**src/rtl/trig_readout_if.sv**
```systemverilog
// trig_readout_if: settings, ADC input and sequencer outputs of trig_readout_seq
// Ports (master = register block / bench side, slave = sequencer side):
//   enable, period[CW], delay[CW], nsamp[5], adc_data[DW]   master -> slave
//   ext_trig                                                 master -> slave, only with TRIG_EXT_EN
//   trig, acq, data_out, frame, busy, overrun_cnt[8]         slave -> master
interface trig_readout_if #(parameter int DW = 13, parameter int CW = 16);
  logic enable;
  logic [CW-1:0] period;
  logic [CW-1:0] delay;
  logic [4:0] nsamp;
  logic [DW-1:0] adc_data;
`ifdef TRIG_EXT_EN
  logic ext_trig;
`endif
  logic trig;
  logic acq;
  logic data_out;
  logic frame;
  logic busy;
  logic [7:0] overrun_cnt;
`ifdef TRIG_EXT_EN
  modport master (output enable, period, delay, nsamp, adc_data, ext_trig,
                  input trig, acq, data_out, frame, busy, overrun_cnt);
  modport slave (input enable, period, delay, nsamp, adc_data, ext_trig,
                 output trig, acq, data_out, frame, busy, overrun_cnt);
`else
  modport master (output enable, period, delay, nsamp, adc_data,
                  input trig, acq, data_out, frame, busy, overrun_cnt);
  modport slave (input enable, period, delay, nsamp, adc_data,
                 output trig, acq, data_out, frame, busy, overrun_cnt);
`endif
endinterface

```
**src/rtl/trig_readout_seq.sv**
```systemverilog
// trig_readout_seq: periodic trigger, delayed ADC capture window and framed serial readout
// Ports:
//   clk    system clock
//   rst_n  asynchronous active-low reset
//   bus    trig_readout_if.slave: enable/period/delay/nsamp/adc_data in,
//          trig/acq/data_out/frame/busy/overrun_cnt out (all registered)
// Macro TRIG_EXT_EN: triggers come from rising edges of bus.ext_trig instead of the period counter.
module trig_readout_seq #(
  parameter int DW = 13,
  parameter int DEPTH = 16,
  parameter int CW = 16
) (
  input logic clk,
  input logic rst_n,
  trig_readout_if.slave bus
);
  localparam int AW = $clog2(DEPTH);
  localparam int BW = $clog2(DW);
  typedef enum logic [1:0] {IDLE, DELAY, ACQ, SHIFT} state_t;
  state_t state, state_n;
  logic [CW-1:0] dly, dly_n;
  logic [AW-1:0] idx, idx_n, wi, wi_n, nm1, nm1_n;
  logic [BW-1:0] bi, bi_n;
  logic hdr, hdr_n;
  logic ev;
  logic [4:0] ns_c;
  logic trig_q, acq_q, frame_q, busy_q, data_q;
  logic [7:0] ovr_q;
  logic [DW-1:0] mem [DEPTH];
`ifdef TRIG_EXT_EN
  logic [2:0] sync;
  logic rise_q;
  always_ff @(posedge clk or negedge rst_n)
    if (!rst_n) begin
      sync <= '0;
      rise_q <= 1'b0;
    end else begin
      sync <= {sync[1:0], bus.ext_trig};
      rise_q <= sync[1] & ~sync[2];
    end
  assign ev = bus.enable & rise_q;
`else
  logic en_q;
  logic [CW-1:0] cnt, per_m1;
  assign per_m1 = (bus.period < CW'(2)) ? CW'(1) : bus.period - CW'(1);
  // en_q delays the first count by one edge so the first trig lands a full period after enable is sampled
  assign ev = bus.enable & en_q & (cnt == per_m1);
  always_ff @(posedge clk or negedge rst_n)
    if (!rst_n) begin
      en_q <= 1'b0;
      cnt <= '0;
    end else begin
      en_q <= bus.enable;
      cnt <= (ev | ~(bus.enable & en_q)) ? '0 : cnt + CW'(1);
    end
`endif
  assign ns_c = (bus.nsamp == 5'd0) ? 5'd1 : (bus.nsamp > 5'(DEPTH)) ? 5'(DEPTH) : bus.nsamp;
  always_comb begin
    state_n = state;
    dly_n = dly;
    idx_n = idx;
    wi_n = wi;
    bi_n = bi;
    hdr_n = hdr;
    nm1_n = nm1;
    case (state)
      IDLE: if (ev) begin
        state_n = DELAY;
        dly_n = bus.delay;
        nm1_n = AW'(ns_c - 5'd1);
      end
      // the trig cycle itself is the first DELAY cycle, giving delay+1 cycles to the first acq
      DELAY: if (dly == '0) begin
        state_n = ACQ;
        idx_n = '0;
      end else dly_n = dly - CW'(1);
      ACQ: if (idx == nm1) begin
        state_n = SHIFT;
        hdr_n = 1'b1;
        wi_n = '0;
        bi_n = BW'(DW - 1);
      end else idx_n = idx + AW'(1);
      SHIFT: if (hdr) hdr_n = 1'b0;
      else if (bi != '0) bi_n = bi - BW'(1);
      else if (wi == nm1) state_n = IDLE;
      else begin
        wi_n = wi + AW'(1);
        bi_n = BW'(DW - 1);
      end
      default: state_n = IDLE;
    endcase
  end
  // outputs are flops loaded from the next-state view so they line up with the state they describe
  always_ff @(posedge clk or negedge rst_n)
    if (!rst_n) begin
      state <= IDLE;
      dly <= '0;
      idx <= '0;
      wi <= '0;
      bi <= '0;
      hdr <= 1'b0;
      nm1 <= '0;
      trig_q <= 1'b0;
      acq_q <= 1'b0;
      frame_q <= 1'b0;
      busy_q <= 1'b0;
      data_q <= 1'b0;
      ovr_q <= '0;
    end else begin
      state <= state_n;
      dly <= dly_n;
      idx <= idx_n;
      wi <= wi_n;
      bi <= bi_n;
      hdr <= hdr_n;
      nm1 <= nm1_n;
      trig_q <= ev & (state == IDLE);
      acq_q <= state_n == ACQ;
      frame_q <= state_n == SHIFT;
      busy_q <= state_n != IDLE;
      data_q <= (state_n == SHIFT) & (hdr_n | mem[wi_n][bi_n]);
      if (ev && state != IDLE && ovr_q != 8'hFF) ovr_q <= ovr_q + 8'd1;
    end
  always_ff @(posedge clk)
    if (state == ACQ) mem[idx] <= bus.adc_data;
  assign bus.trig = trig_q;
  assign bus.acq = acq_q;
  assign bus.frame = frame_q;
  assign bus.busy = busy_q;
  assign bus.data_out = data_q;
  assign bus.overrun_cnt = ovr_q;
endmodule

```
**src/flat_wrapper.sv**
```systemverilog
// flat-port wrapper written by rule: the top's interface ports become plain ports
module trig_readout_seq_flat 
#(
  parameter int DW = 13,
  parameter int DEPTH = 16,
  parameter int CW = 16
)
  (clk, rst_n, bus_enable, bus_period, bus_delay, bus_nsamp, bus_adc_data, bus_trig, bus_acq, bus_data_out, bus_frame, bus_busy, bus_overrun_cnt);
  trig_readout_if #(.DW(DW), .CW(CW)) bus_i ();
  input logic clk;
  input logic rst_n;
  input wire logic [$bits(bus_i.enable)-1:0] bus_enable;
  input wire logic [$bits(bus_i.period)-1:0] bus_period;
  input wire logic [$bits(bus_i.delay)-1:0] bus_delay;
  input wire logic [$bits(bus_i.nsamp)-1:0] bus_nsamp;
  input wire logic [$bits(bus_i.adc_data)-1:0] bus_adc_data;
  output wire logic [$bits(bus_i.trig)-1:0] bus_trig;
  output wire logic [$bits(bus_i.acq)-1:0] bus_acq;
  output wire logic [$bits(bus_i.data_out)-1:0] bus_data_out;
  output wire logic [$bits(bus_i.frame)-1:0] bus_frame;
  output wire logic [$bits(bus_i.busy)-1:0] bus_busy;
  output wire logic [$bits(bus_i.overrun_cnt)-1:0] bus_overrun_cnt;
  assign bus_i.enable = bus_enable;
  assign bus_i.period = bus_period;
  assign bus_i.delay = bus_delay;
  assign bus_i.nsamp = bus_nsamp;
  assign bus_i.adc_data = bus_adc_data;
  assign bus_trig = bus_i.trig;
  assign bus_acq = bus_i.acq;
  assign bus_data_out = bus_i.data_out;
  assign bus_frame = bus_i.frame;
  assign bus_busy = bus_i.busy;
  assign bus_overrun_cnt = bus_i.overrun_cnt;
  trig_readout_seq #(.DW(DW), .DEPTH(DEPTH), .CW(CW)) u_core (.clk(clk), .rst_n(rst_n), .bus(bus_i));
endmodule
```
**config.mk**
```make
export PLATFORM = sky130hd
export DESIGN_NAME = trig_readout_seq_flat
export DESIGN_NICKNAME = d
export VERILOG_FILES = /design/src/rtl/trig_readout_if.sv /design/src/rtl/trig_readout_seq.sv /design/src/flat_wrapper.sv
export SDC_FILE = /design/constraint.sdc
export NUM_CORES = 1
export LEC_CHECK = 0
export ABC_AREA = 1
export BUFFER_PORTS_ARGS = -buffer_cell sky130_fd_sc_hd__buf_4
export CAP_MARGIN = 5
export CORE_UTILIZATION = 41
export CTS_CLUSTER_DIAMETER = 150
export DETAILED_ROUTE_END_ITERATION = 6
export HOLD_SLACK_MARGIN = 0.03
export PLACE_DENSITY = 0.56
export REMOVE_ABC_BUFFERS = 1
export SYNTH_ARGS = -nofsm -noshare
export SYNTH_HDL_FRONTEND = slang
export SYNTH_SLANG_ARGS = --single-unit
```
**constraint.sdc**
```tcl
create_clock -name clk -period 3.04 [get_ports clk]
set_clock_uncertainty 0.05 [all_clocks]
set_input_delay 0.456 -clock clk [delete_from_list [all_inputs] [get_ports clk]]
set_output_delay 0.456 -clock clk [all_outputs]
set_load 0.01 [all_outputs]
```
After elaboration in Yosys (flattened, before gate mapping). Memory sizes are Yosys's and may differ from the RTL's. Index checks and enable logic that the tools add are counted.

Bits in registers: 65. RAM bits: 208. Bits of input ports: 53. Output and inout port bits: 13. Logic and storage cells: 93. Memories kept: 1.

Add/sub/neg operators: 8. $lt $le $gt $ge: 3. Equality and inequality tests: 13. Muxes and demuxes: 33. Bitwise gates (word level): 7. Reduce and logical (&&, ||, !) cells: 13.

Memories: u_core.mem (words 16, width 13, read ports 1, clocked after Yosys merged registers in 0, write ports 1, RTL line trig_readout_seq.sv:29) `logic [DW-1:0] mem [DEPTH];`.

Operators with widths (count): 16-bit 2-to-1 mux (4); 4-bit 2-to-1 mux (12); 16-bit one-hot mux with 2 select lines (1); 16-bit by 1-bit subtractor with 16-bit output, second input constant (2); 4-bit one-hot mux with 2 select lines (3); 16-bit by 1-bit adder with 16-bit output, second input constant (1); 16-bit equality test (1); 16-bit zero test (1); 16-bit by 2-bit < comparator with 1-bit output, second input constant (1); 2-bit 2-to-1 mux (6); 4-bit by 1-bit adder with 4-bit output, second input constant (2); 8-bit by 1-bit adder with 8-bit output, second input constant (1); 2-bit equality test, second input constant (4); 4-bit equality test (2); 8-bit inequality test, second input constant (1); 2-bit one-hot mux with 4 select lines (1); 2-bit nonzero test (4); 4-bit by 1-bit subtractor with 4-bit output, second input constant (2); 3-bit AND reduction (2); 5-bit greater-than comparator, second input constant (1); 5-bit zero test (1); 4-bit by 5-bit < comparator with 1-bit output, second input constant (1); 1-bit bitwise AND (4); 1-bit binary-select mux with 4-bit select (1); 11 further kinds (18).

Logic depth before layout (Yosys ltp). Gate-level depths: netlist of run 1. An unclocked memory read counts as a cell.

Depth after elaboration: 10. Mapped depth: 25. Gate-level depth less buffers: 24.

Worst setup path before layout of run 1. OpenSTA, ideal clock, no wires.

Path kind: register -> register. Start point: reg u_core.bi[0]. End point: reg u_core.data_q (netlist: u_core.bus.data_out). Library setup time: 0.113 ns. Arrival: 2.328 ns. Path slack: 0.549 ns. Stages on the path, launching flop included: 20. Path buffers: 2. Clock period less this slack: 2.491 ns. Cells stage by stage: dfrtp_1 > inv_1 > ha_1 > nand3_1 > nor2_2 > nand3_2 > nand2_1 > buf_2 > clkbuf_1 > nand3b_1 > nand3_1 > nand3_1 > nand3_1 > nand3_1 > nand3_1 > nand3_1 > nand3_1 > nand3_1 > nand2_1 > inv_1.

Longest elaborated chain between the ends: 9. Elaborated cells between the ends (all ways): 19. Classes of those cells: 1 x add/sub; 1 x eq/ne; 13 x mux; 2 x bitwise; 1 x reduce/logical; 1 x memory.

RTL lines: start, declared (RTL line trig_readout_seq.sv:23) `logic [BW-1:0] bi, bi_n;`; start signal, assigned (RTL line trig_readout_seq.sv:114) `bi <= bi_n;`; 4-bit nonzero test (RTL line trig_readout_seq.sv:84) `else if (bi != '0) bi_n = bi - BW'(1);`; 4-bit 2-to-1 mux (RTL line trig_readout_seq.sv:84); 4-bit 2-to-1 mux (RTL line trig_readout_seq.sv:83) `SHIFT: if (hdr) hdr_n = 1'b0;`; 4-bit one-hot mux with 2 select lines (RTL line trig_readout_seq.sv:66) `case (state)`; memory 16 x 13 bit; 1-bit binary-select mux with 4-bit select (RTL line trig_readout_seq.sv:121) `data_q <= (state_n == SHIFT) & (hdr_n | mem[wi_n][bi_n]);`; 1-bit 2-to-1 mux (not written as such) (RTL line trig_readout_seq.sv:121); 1-bit bitwise OR (RTL line trig_readout_seq.sv:121); 1-bit bitwise AND (*) (RTL line trig_readout_seq.sv:121); end signal, assigned (RTL line trig_readout_seq.sv:121); end, declared (RTL line trig_readout_seq.sv:27) `logic trig_q, acq_q, frame_q, busy_q, data_q;`.

Every way passes the cells marked *; elsewhere a longest branch is shown, timed or not. The select of a mux whose other input is x is not followed. A chain may end at the register's enable or synchronous reset.

Worst setup path in the final report of run 1.
Start point: reg u_core.bi[1]. End point: reg u_core.data_q (netlist: u_core.bus.data_out).

Same word-level chain as after synthesis.

==> results of run 1 <==
flip-flops by register name (all words and copies together) (netlist names):
signal,cells
u_core.mem,208
u_core.cnt,16
u_core.dly,16
u_core.bus.overrun_cnt,8
u_core.bi,4
u_core.idx,4
u_core.nm1,4
u_core.wi,4
u_core.state,2
u_core.bus.acq,1
u_core.bus.busy,1
u_core.bus.data_out,1
u_core.bus.frame,1
u_core.bus.trig,1
u_core.en_q,1
u_core.hdr,1
worst max-delay path by stage:
stage                               start             endpoint  depth (start not counted)
after floorplan              u_core.bi[0]  u_core.bus.data_out                         18
after global routing         u_core.bi[1]  u_core.bus.data_out                         22
final                        u_core.bi[1]  u_core.bus.data_out                         22
after detailed placement     u_core.bi[1]  u_core.bus.data_out                         18
after global placement       u_core.bi[1]  u_core.bus.data_out                         18
after CTS                 u_core.state[0]  u_core.bus.data_out                         19
power breakdown:
part / switching [mW] / internal (mW)
combinational: 0.622 / 0.362
clock: 1.54 / 2.13
sequential: 0.118 / 4.15
total: 2.27 / 6.64
worst register-to-register path: cells and delay by family, from the launching register on:
kind,cells,cell delay (ps)
adder cells (fa/ha/maj),1,200
buffers and inverters,3,310
AND/OR/NAND/NOR,18,1920
flip-flops,1,390
area by class of cell:
cell class                      instances  area, µm²
Tap cell                              442        553
Fill cell                            3067      16300
Clock inverter                         21        208
Multi-Input combinational cell        917       4770
Inverter                              232        887
Sequential cell                       273       7870
Timing Repair Buffer                  130       1330
Clock buffer                           34        787
cell usage in the layout (no fill, tap or decap), drive strengths merged:
cell type / instances
a211oi: 2
dlygate4sd3: 2
a31oi: 11
o221ai: 1
nor3: 20
xnor2: 9
inv: 235
nand3b: 28
bufinv: 3
o22ai: 1
o211ai: 9
dfrtp: 65
nor3b: 8
a21oi: 11
a21o: 1
o31ai: 1
nand4: 15
o21ai: 34
clkinv: 11
nor4: 8
ha: 16
nand3: 248
or2: 9
clkbuf: 43
clkinvlp: 4
nor4b: 1
buf: 119
xor2: 24
nand2: 367
edfxtp: 208
o2111ai: 1
a22oi: 2
nor2: 90
metrics by stage:
| step | total power, mW | TNS [ps] | utilization, % |
|---|---|---|---|
| after floorplan | 4.99 | -824 | - |
| after global placement | 5.31 | -32.2 | 45.6 |
| after detailed placement | 5.33 | -98.3 | 45.6 |
| after CTS | 9.00 | 0 | 48.9 |
| after global routing | 9.30 | -76.3 | 50.2 |
| final | 8.92 | 0 | 50.2 |
metal layers:
layer	vias to the layer above	share of wire, %
met5	-	0
met4	0	2.6
met3	65	5.3
met2	268	48
met1	4973	44
li1	5086	-
logic make-up (layout without fill, tap and decap cells):
kind of cell,count (synthesis),count (layout),share of synthesized area (%)
flops,273,273,57.5
fa+ha+maj,16,16,1.46
compound gates,74,74,3.36
xor+xnor,33,33,2.28
simple gates,791,794,26.6
buf+inv,282,417,8.75
repair_timing:
action / CTS / global route
buffers inserted: 2 / 4
resized for setup: 4 / 29
gates cloned: 0 / 12
hold buffers: 2 / 0
endpoints found under the hold margin: 66 / 0
pin swaps: 1 / 5
setup endpoints to repair: 1 / 1
==> impl_metrics.tcl, run 1 <==
set metrics [dict create \
    path_clk_slew_ps 60 \
    cpMaxStageDelayCell "dfrtp_1" \
    initial_core_util_pct 41.8 \
    grt_use_met3_pct 3.32 \
    crit_family "simple AND/OR/NAND/NOR gates" \
    synth_warnings 0 \
    start_kind "flop" \
    place_congestion 0.840 \
    stdcell_area_mm2 0.0164 \
    reg2reg_setup_slack_ps 80 \
    grt.busiest_layer "met2" \
    finalMaxSlewViolations 0 \
    hold_depth 3 \
    grt_pass1_wl_mm 54.2 \
    fmax_ghz 0.338 \
    slowest_delay_ps 390 \
    grt_pass1_vias 9792 \
    placed_area_mm2 0.0149 \
    yosys-top-cells-count "nand2_1, nand3_1, inv_1, edfxtp_1, nor2_1" \
    synth_edf_count 208 \
    end_kind "flop" \
    antenna_found_initial 0 \
    syn_avg_cell_area_um2 9.32 \
    synth_area_mm2 0.0137 \
    crit_top_cell "nand2_1" \
    min-delay-start "bus_delay[0]" \
    critPathKind "flop to flop" \
    r2r_end "u_core.bus.data_out" \
    synth_seq_area_share_pct 57.5 \
    finalHoldViolations 0 \
    avgViaCountPerCell 5.07 \
    path_buf_inv 3 \
    chipWidth_um 185 \
    clkSinkCount 273 \
    outcome "complete, no violations" \
    rr_worst_depth 22 \
    root_buffer "clkbuf_16" \
    first_pass_iters 7 \
    area_growth_pct 19.9 \
    die_area_mm2 0.0341 \
    placed_cells 1974 \
    ant_nets 0 \
    peakVddDrop_mv 0.534 \
    post-route-period-util_pct 97.4 \
    drive_gt1_share_pct 15.2 \
    portBuffers 65 \
    setup_ws_ps 79.7 \
    crit_chain "inv_2, ha_2, nand3_2, nor2_4, nand2_4, nand2_4, nand3_4, nand2_8, clkbuf_16, nand2_1, nand3_1, nand3_1, nand3_1, nand2_1, nand2_1, nand3_1, nand3_1, nand2_1, nand2_1, nand3_2, nand2_1, inv_1" \
    drt_iter0_markers 782 \
    whs_endpoint "u_core.dly[0]" \
    overflow 0 \
    layout_min_cycle_time_ps 2960 \
    synth_ff_type "edfxtp_1" \
    wire_per_inst_um 17.7 \
    cts_tree "done" \
    coreArea_mm2 0.0327 \
    synthTopCellsByArea "edfxtp_1, dfrtp_1, nand2_1, nand3_1, inv_1" \
    drt_wl_total_mm 36.3 \
    max_cap_viol_count 0 \
    fin_cells 2049 \
    clock_latency_ps 560 \
    worstPathRequired_ps 3440 \
    cts-buffers-inserted 31 \
    worstMarginPinSlew_ps 831 \
    grt_use_met1_pct 27.6 \
    power.density_mw_per_mm2 543 \
    vias 10392 \
    grt_use_total_pct 20.7 \
    fp-row-count 66 \
    dpl_worst_slack_ps -53.2 \
    netlist.area_leader.share_pct 45.6 \
    synth_cell_types 51 \
    use_met2_pct 35.1 \
    route.detailed.drc 0 \
    dpl.hpwl_mm 21.8 \
    synth_seq_cells 273 \
    htreeDepth 1 \
    cts_buffer_depth 3 \
    worstReg2RegStart "u_core.bi[1]" \
    critPathArrivalTime_ps 3360 \
    ios 66 \
    async_flop_share_pct 23.8 \
    die_h_um 185 \
    holdWs_ps 101 \
    slew_headroom_pct 44.6 \
    antenna_cells 0 \
    hp-class "input pin to flop" \
    synth_area_leader_cell "edfxtp_1" \
    yosysMostFrequentCell "nand2_1" \
    finalSetupViolCount 0 \
    cp_max_fo 14 \
    layout.nets 1654 \
    grt_max_degree 66 \
    leakage_nw 7.00 \
    synth_cells 1469 \
]
(Power assumes the default switching activity.)
==> run 2: changes to the inputs <==
Settings changed: CELL_PAD_IN_SITES_DETAIL_PLACEMENT set to 1, CELL_PAD_IN_SITES_GLOBAL_PLACEMENT set to 1, CTS_BUF_LIST set to sky130_fd_sc_hd__clkbuf_8, PLACE_DENSITY 0.56 to 0.69.
==> impl_metrics.tcl, run 2 (synthesis gave the netlist of run 1 again) <==
set metrics [dict create \
    outcome "complete, no violations" \
    cts_buffer_depth 3 \
    setup_ws_ps 149 \
    peakVddDrop_mv 0.326 \
    layout_min_cycle_time_ps 2890 \
    drt_wl_total_mm 38.4 \
    antenna_found_initial 0 \
    crit_family "simple AND/OR/NAND/NOR gates" \
    coreArea_mm2 0.0327 \
    worstPathRequired_ps 3470 \
    die_area_mm2 0.0341 \
    area_growth_pct 17.1 \
    drt_iter0_markers 714 \
    grt_use_total_pct 23.0 \
    antenna_cells 0 \
    layout_common_cells "nand2_1, inv_1, nand3_1" \
    drive_gt1_share_pct 15.5 \
    clock_latency_ps 580 \
    critPathKind "flop to flop" \
    ant_nets 0 \
    post-route-period-util_pct 95.1 \
    path_buf_inv 4 \
    dpl_worst_slack_ps -27.5 \
    cp_max_fo 5 \
    path_clk_slew_ps 60 \
    dpl.hpwl_mm 24.1 \
    fp-row-count 66 \
    wire_per_inst_um 18.4 \
    avgViaCountPerCell 5.13 \
    holdWs_ps 107 \
    stdcell_area_mm2 0.0160 \
    top_regs "u_core.mem: 208 flops, u_core.cnt: 16 flops, u_core.dly: 16 flops" \
    slowest_delay_ps 400 \
    fin_cells 2083 \
    end_kind "flop" \
    worstMarginPinSlew_ps 879 \
    place_congestion 0.827 \
    placed_cells 1983 \
    start_kind "flop" \
    layout.nets 1672 \
    cts_tree "done" \
    leakage_nw 6.96 \
    finalHoldViolations 0 \
    finalSetupViolCount 0 \
    ios 66 \
    placed_area_mm2 0.0150 \
    layout_commonest_cell "nand2_1" \
    finalMaxSlewViolations 0 \
    fin_util_pct 49.0 \
    die_h_um 185 \
    largest_reg_flops 208 \
    first_pass_iters 5 \
    top_register "u_core.mem" \
    route.detailed.drc 0 \
    hp-class "input pin to flop" \
    portBuffers 65 \
    htreeDepth 2 \
    overflow 0 \
    cts-buffers-inserted 48 \
    grt_max_degree 66 \
    grt_pass1_wl_mm 59.8 \
    design_power_total_mw 8.35 \
    max_cap_viol_count 0 \
    clkSinkCount 273 \
    chipWidth_um 185 \
    fin_tns_setup_ps 0 \
    root_buffer "clkbuf_8" \
    grt_pass1_vias 11076 \
    vias 10678 \
    cpMaxStageDelayCell "dfrtp_1" \
    crit_chain "inv_2, ha_2, nand3_2, nor2_4, nand2_2, o21ai_0, nand3_1, a22oi_2, clkinvlp_4, buf_4, nand3_1, nand2_1, nand2_1, nand3_1, nand3_1, nand2_1, nand2_1, nand3_1, nand2_1, inv_1" \
    critPathArrivalTime_ps 3320 \
    power.density_mw_per_mm2 521 \
    fmax_ghz 0.346 \
    initial_core_util_pct 41.8 \
    slew_headroom_pct 41.4 \
]
run 2: changes by cell type in the layout (fill, tap and decap cells not counted), sizes merged:
cell / previous run / this run
clkinv: 11 / 15
clkinvlp: 4 / 1
clkbuf: 43 / 51
buf: 119 / 131
nand2: 367 / 364
inv: 235 / 254
bufinv: 3 / 0
run 2: layer usage:
| metal | up-vias | track usage [%] | share of wire, % |
|---|---|---|---|
| li1 | 5121 | - | - |
| met1 | 5271 | 30.1 | 46 |
| met2 | 228 | 39.6 | 48 |
| met3 | 58 | 3.36 | 4.3 |
| met4 | 0 | 6.45 | 1.9 |
| met5 | - | 0 | 0 |
run 2: final timing paths:
check,from,endpoint,slack [ps],depth (start not counted)
max,u_core.bi[1],u_core.bus.data_out,150,20
min,bus_delay[1],u_core.dly[1],110,3
max reg2reg,u_core.bi[1],u_core.bus.data_out,150,20
min reg2reg,u_core.cnt[0],u_core.cnt[0],470,1
max in group asynchronous,rst_n,u_core.idx[0],1790,2
min in group asynchronous,rst_n,u_core.wi[3],500,2
run 2: area by class of cell:
cell class	count	area [µm²]
clock buffer	50	688
clock inverter	38	164
fill	3839	16700
inverter	232	882
multi-input combinational	914	4670
sequential	273	7870
tap	442	553
timing repair buffer	134	1190
run 2: report_power, final:
group          internal (mW)  switching, mW
logic                  0.397          0.641
registers               4.15          0.133
clock network           1.53           1.50
total                   6.08           2.28
run 2: timing repair:
| item | 4_1_cts | 5_1_grt |
|---|---|---|
| gates cloned | 0 | 1 |
| buffers inserted | 2 | 7 |
| endpoints found under the setup margin | 1 | 1 |
| resized for setup | 2 | 16 |
| pin swaps | 0 | 4 |
| hold endpoints to repair | 66 | 0 |
| hold buffers | 2 | 0 |
run 2: worst reg2reg max path: stages (launching register included):
cell and delay (ps):
dfrtp_1 400, inv_2 90, ha_2 190, nand3_2 110
nor2_4 180, nand2_2 110, o21ai_0 160, nand3_1 100
a22oi_2 290, clkinvlp_4 200, buf_4 200, nand3_1 110
nand2_1 100, nand2_1 70, nand3_1 80, nand3_1 100
nand2_1 60, nand2_1 60, nand3_1 60, nand2_1 60
inv_1 40
